[src/rtl/decode_stage.sv]
// decode_stage: registered RV32I decode stage sitting between fetch and execute.
// Decodes R, I-ALU, load, store, branch, JAL, JALR and LUI into register indices,
// a sign-extended immediate, an ALU op and control strobes, and holds one decoded
// bundle in a valid/ready pipeline register with a synchronous flush.
//
// Handshake: a transfer happens on a rising edge where the sender's valid and the
// receiver's ready are both high. Valid never depends on ready; once valid is
// raised, the payload stays stable until the transfer. Here in_ready is
// !out_valid | out_ready, so the held bundle drains and a new one loads on the
// same edge. Flush overrides everything: the held bundle is discarded and an
// instruction presented in the same cycle is dropped even though in_ready is 1.
module decode_stage #(
    parameter int XLEN    = 32,
    parameter int ALUOP_W = 4
) (
    input  logic               clk,
    input  logic               rst,
    input  logic               flush,
    input  logic               in_valid,
    output logic               in_ready,
    input  logic [31:0]        instr,
    input  logic [XLEN-1:0]    pc_in,
    output logic               out_valid,
    input  logic               out_ready,
    output logic [XLEN-1:0]    pc_out,
    output logic [4:0]         rs1,
    output logic [4:0]         rs2,
    output logic [4:0]         rd,
    output logic [XLEN-1:0]    imm,
    output logic [ALUOP_W-1:0] alu_op,
    output logic               reg_write,
    output logic               mem_read,
    output logic               mem_write,
    output logic               mem_to_reg,
    output logic               branch,
    output logic               jump,
    output logic               illegal
);

    localparam logic [6:0] OP_R      = 7'b0110011;
    localparam logic [6:0] OP_IMM    = 7'b0010011;
    localparam logic [6:0] OP_LOAD   = 7'b0000011;
    localparam logic [6:0] OP_STORE  = 7'b0100011;
    localparam logic [6:0] OP_BRANCH = 7'b1100011;
    localparam logic [6:0] OP_JAL    = 7'b1101111;
    localparam logic [6:0] OP_JALR   = 7'b1100111;
    localparam logic [6:0] OP_LUI    = 7'b0110111;

    // Immediate layout selected by the instruction format.
    typedef enum logic [2:0] {
        IMM_NONE,
        IMM_I,
        IMM_S,
        IMM_B,
        IMM_U,
        IMM_J
    } imm_sel_e;

    // Instruction fields.
    logic [6:0] opcode;
    logic [2:0] funct3;
    logic [6:0] funct7;

    assign opcode = instr[6:0];
    assign funct3 = instr[14:12];
    assign funct7 = instr[31:25];

    // Classification results (before illegal masking).
    logic       legal;
    imm_sel_e   imm_sel;
    logic       use_rs1;
    logic       use_rs2;
    logic       use_rd;
    logic [3:0] alu4;
    logic       ctl_reg_write;
    logic       ctl_mem_read;
    logic       ctl_mem_write;
    logic       ctl_mem_to_reg;
    logic       ctl_branch;
    logic       ctl_jump;

    // Raw 32-bit sign-extended immediate.
    logic [31:0] imm32;

    // Next-state bundle.
    logic [XLEN-1:0]    pc_d;
    logic [4:0]         rs1_d;
    logic [4:0]         rs2_d;
    logic [4:0]         rd_d;
    logic [XLEN-1:0]    imm_d;
    logic [ALUOP_W-1:0] alu_op_d;
    logic               reg_write_d;
    logic               mem_read_d;
    logic               mem_write_d;
    logic               mem_to_reg_d;
    logic               branch_d;
    logic               jump_d;
    logic               illegal_d;

    // Registered bundle.
    logic               valid_q;
    logic [XLEN-1:0]    pc_q;
    logic [4:0]         rs1_q;
    logic [4:0]         rs2_q;
    logic [4:0]         rd_q;
    logic [XLEN-1:0]    imm_q;
    logic [ALUOP_W-1:0] alu_op_q;
    logic               reg_write_q;
    logic               mem_read_q;
    logic               mem_write_q;
    logic               mem_to_reg_q;
    logic               branch_q;
    logic               jump_q;
    logic               illegal_q;

    logic load;

    assign in_ready = !valid_q || out_ready;
    assign load     = in_valid && in_ready && !flush;

    // Opcode/funct classification: legality, operand usage, ALU op and controls.
    always_comb begin
        legal          = 1'b0;
        imm_sel        = IMM_NONE;
        use_rs1        = 1'b0;
        use_rs2        = 1'b0;
        use_rd         = 1'b0;
        alu4           = 4'b0000;
        ctl_reg_write  = 1'b0;
        ctl_mem_read   = 1'b0;
        ctl_mem_write  = 1'b0;
        ctl_mem_to_reg = 1'b0;
        ctl_branch     = 1'b0;
        ctl_jump       = 1'b0;
        case (opcode)
            OP_R: begin
                // funct7 0x20 only selects SUB and SRA.
                legal = (funct7 == 7'h00) ||
                        ((funct7 == 7'h20) && ((funct3 == 3'b000) || (funct3 == 3'b101)));
                use_rs1       = 1'b1;
                use_rs2       = 1'b1;
                use_rd        = 1'b1;
                alu4          = {funct7[5], funct3};
                ctl_reg_write = 1'b1;
            end
            OP_IMM: begin
                // Only the right-shift pair uses bit 30 to pick SRLI/SRAI.
                legal         = 1'b1;
                use_rs1       = 1'b1;
                use_rd        = 1'b1;
                alu4          = (funct3 == 3'b101) ? {funct7[5], funct3} : {1'b0, funct3};
                ctl_reg_write = 1'b1;
                imm_sel       = IMM_I;
            end
            OP_LOAD: begin
                legal = (funct3 == 3'b000) || (funct3 == 3'b001) || (funct3 == 3'b010) ||
                        (funct3 == 3'b100) || (funct3 == 3'b101);
                use_rs1        = 1'b1;
                use_rd         = 1'b1;
                ctl_reg_write  = 1'b1;
                ctl_mem_read   = 1'b1;
                ctl_mem_to_reg = 1'b1;
                imm_sel        = IMM_I;
            end
            OP_STORE: begin
                legal         = (funct3 == 3'b000) || (funct3 == 3'b001) || (funct3 == 3'b010);
                use_rs1       = 1'b1;
                use_rs2       = 1'b1;
                ctl_mem_write = 1'b1;
                imm_sel       = IMM_S;
            end
            OP_BRANCH: begin
                legal      = (funct3 != 3'b010) && (funct3 != 3'b011);
                use_rs1    = 1'b1;
                use_rs2    = 1'b1;
                alu4       = 4'b1000;
                ctl_branch = 1'b1;
                imm_sel    = IMM_B;
            end
            OP_JAL: begin
                legal         = 1'b1;
                use_rd        = 1'b1;
                ctl_jump      = 1'b1;
                ctl_reg_write = 1'b1;
                imm_sel       = IMM_J;
            end
            OP_JALR: begin
                legal         = (funct3 == 3'b000);
                use_rs1       = 1'b1;
                use_rd        = 1'b1;
                ctl_jump      = 1'b1;
                ctl_reg_write = 1'b1;
                imm_sel       = IMM_I;
            end
            OP_LUI: begin
                legal         = 1'b1;
                use_rd        = 1'b1;
                ctl_reg_write = 1'b1;
                imm_sel       = IMM_U;
            end
            default: begin
                legal = 1'b0;
            end
        endcase
    end

    // Immediate assembly; instr[31] is always the sign bit, B/J have bit 0 clear.
    always_comb begin
        imm32 = 32'd0;
        case (imm_sel)
            IMM_I: imm32 = {{20{instr[31]}}, instr[31:20]};
            IMM_S: imm32 = {{20{instr[31]}}, instr[31:25], instr[11:7]};
            IMM_B: imm32 = {{19{instr[31]}}, instr[31], instr[7], instr[30:25],
                            instr[11:8], 1'b0};
            IMM_U: imm32 = {instr[31:12], 12'd0};
            IMM_J: imm32 = {{11{instr[31]}}, instr[31], instr[19:12], instr[20],
                            instr[30:21], 1'b0};
            default: imm32 = 32'd0;
        endcase
    end

    // Bundle assembly: an illegal instruction carries only its pc and the flag.
    always_comb begin
        pc_d         = pc_in;
        rs1_d        = (legal && use_rs1) ? instr[19:15] : 5'd0;
        rs2_d        = (legal && use_rs2) ? instr[24:20] : 5'd0;
        rd_d         = (legal && use_rd)  ? instr[11:7]  : 5'd0;
        imm_d        = legal ? XLEN'($signed(imm32)) : '0;
        alu_op_d     = legal ? ALUOP_W'(alu4) : '0;
        // Writing x0 is a no-op, so do not advertise a writeback for it.
        reg_write_d  = legal && ctl_reg_write && (rd_d != 5'd0);
        mem_read_d   = legal && ctl_mem_read;
        mem_write_d  = legal && ctl_mem_write;
        mem_to_reg_d = legal && ctl_mem_to_reg;
        branch_d     = legal && ctl_branch;
        jump_d       = legal && ctl_jump;
        illegal_d    = !legal;
    end

    // Valid flag: flush clears, load sets, a drain with no refill clears.
    always_ff @(posedge clk or posedge rst) begin
        if (rst) begin
            valid_q <= 1'b0;
        end else if (flush) begin
            valid_q <= 1'b0;
        end else if (load) begin
            valid_q <= 1'b1;
        end else if (out_ready) begin
            valid_q <= 1'b0;
        end
    end

    // Bundle payload: only changes on a load, so it holds while stalled or idle.
    always_ff @(posedge clk or posedge rst) begin
        if (rst) begin
            pc_q         <= '0;
            rs1_q        <= '0;
            rs2_q        <= '0;
            rd_q         <= '0;
            imm_q        <= '0;
            alu_op_q     <= '0;
            reg_write_q  <= 1'b0;
            mem_read_q   <= 1'b0;
            mem_write_q  <= 1'b0;
            mem_to_reg_q <= 1'b0;
            branch_q     <= 1'b0;
            jump_q       <= 1'b0;
            illegal_q    <= 1'b0;
        end else if (load) begin
            pc_q         <= pc_d;
            rs1_q        <= rs1_d;
            rs2_q        <= rs2_d;
            rd_q         <= rd_d;
            imm_q        <= imm_d;
            alu_op_q     <= alu_op_d;
            reg_write_q  <= reg_write_d;
            mem_read_q   <= mem_read_d;
            mem_write_q  <= mem_write_d;
            mem_to_reg_q <= mem_to_reg_d;
            branch_q     <= branch_d;
            jump_q       <= jump_d;
            illegal_q    <= illegal_d;
        end
    end

    assign out_valid  = valid_q;
    assign pc_out     = pc_q;
    assign rs1        = rs1_q;
    assign rs2        = rs2_q;
    assign rd         = rd_q;
    assign imm        = imm_q;
    assign alu_op     = alu_op_q;
    assign reg_write  = reg_write_q;
    assign mem_read   = mem_read_q;
    assign mem_write  = mem_write_q;
    assign mem_to_reg = mem_to_reg_q;
    assign branch     = branch_q;
    assign jump       = jump_q;
    assign illegal    = illegal_q;

endmodule

[config.mk]
export PLATFORM = sky130hd
export DESIGN_NAME = decode_stage
export DESIGN_NICKNAME = d
export VERILOG_FILES = /design/src/rtl/decode_stage.sv
export SDC_FILE = /design/constraint.sdc
export NUM_CORES = 1
export LEC_CHECK = 0
export ABC_CLOCK_PERIOD_IN_PS = 2690
export CAP_MARGIN = 0
export CORE_MARGIN = 1
export CORE_UTILIZATION = 40
export DETAILED_ROUTE_END_ITERATION = 8
export PLACE_DENSITY = 0.77
export SLEW_MARGIN = 20
export SYNTH_ARGS = -nofsm -noshare
export SYNTH_HDL_FRONTEND = slang
export SYNTH_SLANG_ARGS = --single-unit
export TNS_END_PERCENT = 30
[constraint.sdc]
create_clock -name clk -period 2.69 [get_ports clk]
set_clock_uncertainty 0.2 [all_clocks]
set_input_delay 0.269 -clock clk [delete_from_list [all_inputs] [get_ports clk]]
set_output_delay 0.269 -clock clk [all_outputs]
set_load 0.005 [all_outputs]
==> run_results.csv <==
group,metric,value,unit
outcome,status,"finished clean",
clocking,tritoncts,"built",
place,dp_worst_setup_slack,-145,ps
yosys,synth_warnings,0,
worst_hold_path,min_path_type,"in2async",
critical_path,cp_slowest_cell,"or4_1",
die,chipWidth,104,um
place,place_congestion,0.923,
drt,dr_total_vias,3915,
timing,slew_viol_final,0,
timing,finalSetupTns,0,ps
die,dieArea,0.0109,sq mm
clocking,clk_latency,350,ps
timing,setup_viol,0,
timing,tightest_slew,492,ps
drt,routed-wl-met2,5900,um
die,rows,36,
yosys,yosys.area.top_type,"dfrtp_1",
clocking,clk_pin_slew,90,ps
critical_path,r2r_start,"out_valid$_DFFE_PP0P_",
timing,hold_slack,196,ps
global_routing,grt_pass1_vias,3968,
drt,first_iter_violations,243,
cells_and_area,fin_cells,727,
timing,finalWorstSetupSlack,209,ps
critical_path,cp_max_fo,18,
critical_path,required,2780,ps
cells_and_area,drive_above_1_share,0.158,
critical_path,timing.reg2reg.setup_slack,830,ps
critical_path,cp_cell_sequence,"clkdlybuf4s50_1, or4_1, or4_4, o2bb2ai_4, o31a_1, buf_12, a32o_1",
place,portBuffers,160,
timing,hold_viol,0,
drt,wl_met3,921,um
critical_path,worstPathArrival,2570,ps
cells_and_area,synthToLayoutAreaGrowth,53.7,%
yosys,synth-seq-cells,90,
timing,post-route-period-util,0.922,
yosys,synth_nets,479,
drt,wire_per_inst,17.0,um
yosys,syn_inst,410,
critical_path,slowest_delay,560,ps
drt,wl_met1,5320,um
drt,routed_wirelength,12300,um
cells_and_area,final_cell_mix,"160 x clkdlybuf4s50_1, 136 x nand2_1, 90 x dfrtp_1",
yosys,netlist_area,0.00419,sq mm
job,maxCapViolCount,0,
drt,postRouteAntennaNets,0,
cells_and_area,num_antenna_cells,0,
clocking,cts-buffers-inserted,9,
critical_path,critPathCaptureType,"flip-flop",
timing,relSlewSlack,0.663,
cells_and_area,layout_commonest_cell,"clkdlybuf4s50_1",
clocking,clock_sinks,90,
place,dp_hpwl,8970,um
die,start_util,0.421,
critical_path,path_class,"in2reg",
clocking,hold_buffers,0,
critical_path,reg2regPathDepth,6,
yosys,yosysSeqAreaShare,0.537,
yosys,synth-main-ff-cell,"dfrtp_1",
yosys,synth.distinct_cells,48,
global_routing,grt_max_degree,91,
die,ioPinCount,161,
timing,rsz0062_at_grt,"false",
clocking,cts_resized,0,
cells_and_area,nNetsFinal,658,
clocking,max-clock-path-buffers,2,
yosys,avgSynthCellArea,10.2,sq um
yosys,synth_edf_count,0,
global_routing,grt_pass1_wl,20100,um
clocking,postCtsSetupBuffers,0,
timing,max_freq,0.403,GHz
global_routing,overflow,0,
yosys,ys_top_cells_by_area,"dfrtp_1 54%, nand2_1 12%, o31ai_2 9.0%",
drt,avgViaCountPerCell,5.39,
critical_path,crit_path_start_kind,"input pin",
clocking,root_buffer,"clkbuf_8",
die,die_h,104,um
die,core,0.00995,sq mm
drt,highest_layer,"met4",
drt,firstDrtPassIters,5,
clocking,htreeDepth,3,
drt,drc_errors,0,
global_routing,globalRouteTotalUtil,0.233,
place,placedCellCount,710,
critical_path,regToRegEndpoint,"rs2[2]$_DFFE_PP0P_",
yosys,async_reset_ff_frac,1.00,
timing,min_period,2480,ps
pwr,peakVddDrop,0.251,mV
global_routing,antenna_found_initial,0,
pwr,p_per_area,477,mW/mm^2
pwr,p_leak,2.76,nW
yosys,synth_top_area_frac,0.537,
==> kinds of logic (layout without fill, tap and decap cells) <==
family                 Yosys count  in the layout  synth area share
AND/OR/NAND/NOR                174            174             0.184
flip-flops                      90             90             0.537
XOR/XNOR                         1              1           0.00209
AO/OA/AOI/OAI                  110            110             0.237
buffers and inverters           35            219            0.0394
==> power breakdown <==
part / switching, mW / total (mW) / internal [mW]
sequential: 0.0389 / 1.47 / 1.43
combinational: 0.245 / 0.549 / 0.304
clock: 0.518 / 1.06 / 0.540
==> worst max-delay path: cells and delay by family <==
| family | cells | cell delay (ps) |
|---|---|---|
| AOI/OAI and AO/OA | 3 | 610 |
| buffers and inverters | 2 | 600 |
| and+or+nand+nor | 2 | 1090 |
==> stage by stage <==
step	total power, mW	instance area (sq um)	utilization
floorplan	1.67	4190	-
global placement	2.02	6190	0.621
detailed placement	2.04	6190	0.621
CTS	3.10	6410	0.644
global route	3.22	6440	0.647
finish	3.07	6440	0.647
==> Yosys cell counts, types with 3 or more instances <==
master and count:
a21oi_1 24, nor2b_1 6, buf_2 6, inv_1 5, nand2_1 136, a22o_1 8
clkbuf_1 20, o31ai_2 30, dfrtp_1 90, a32o_1 19, nand3b_1 3, buf_6 3
o21ai_1 3, nor2_1 9, o21a_1 4, a22oi_1 4
==> final cells by class <==
class                           count  area [sq um]
Fill cell                         802          3510
Sequential cell                    90          2250
Timing Repair Buffer              198          1970
Multi-Input combinational cell    285          1800
Tap cell                          133           166
Clock buffer                        9           124
Clock inverter                      7           105
Inverter                            5          22.5
==> worst max-delay path by stage <==
stage | start | to | slack, ps | cells after the start
2_1_floorplan | instr[26] | imm[25]$_DFFE_PP0P_ | 460 | 6
3_3_place_gp | instr[26] | imm[29]$_DFFE_PP0P_ | -90 | 7
3_5_place_dp | instr[26] | imm[26]$_DFFE_PP0P_ | -150 | 7
4_1_cts | instr[26] | reg_write$_DFFE_PP0P_ | 230 | 7
5_1_grt | instr[26] | reg_write$_DFFE_PP0P_ | 190 | 7
6_report | instr[26] | reg_write$_DFFE_PP0P_ | 210 | 7
==> per-layer routing <==
| layer | GRT usage | vias up |
|---|---|---|
| li1 | - | 1807 |
| met1 | 0.296 | 1911 |
| met2 | 0.387 | 180 |
| met3 | 0.0545 | 17 |
| met4 | 0.0806 | 0 |
| met5 | 0 | - |
Note: power is estimated with default switching activity, not from simulation.
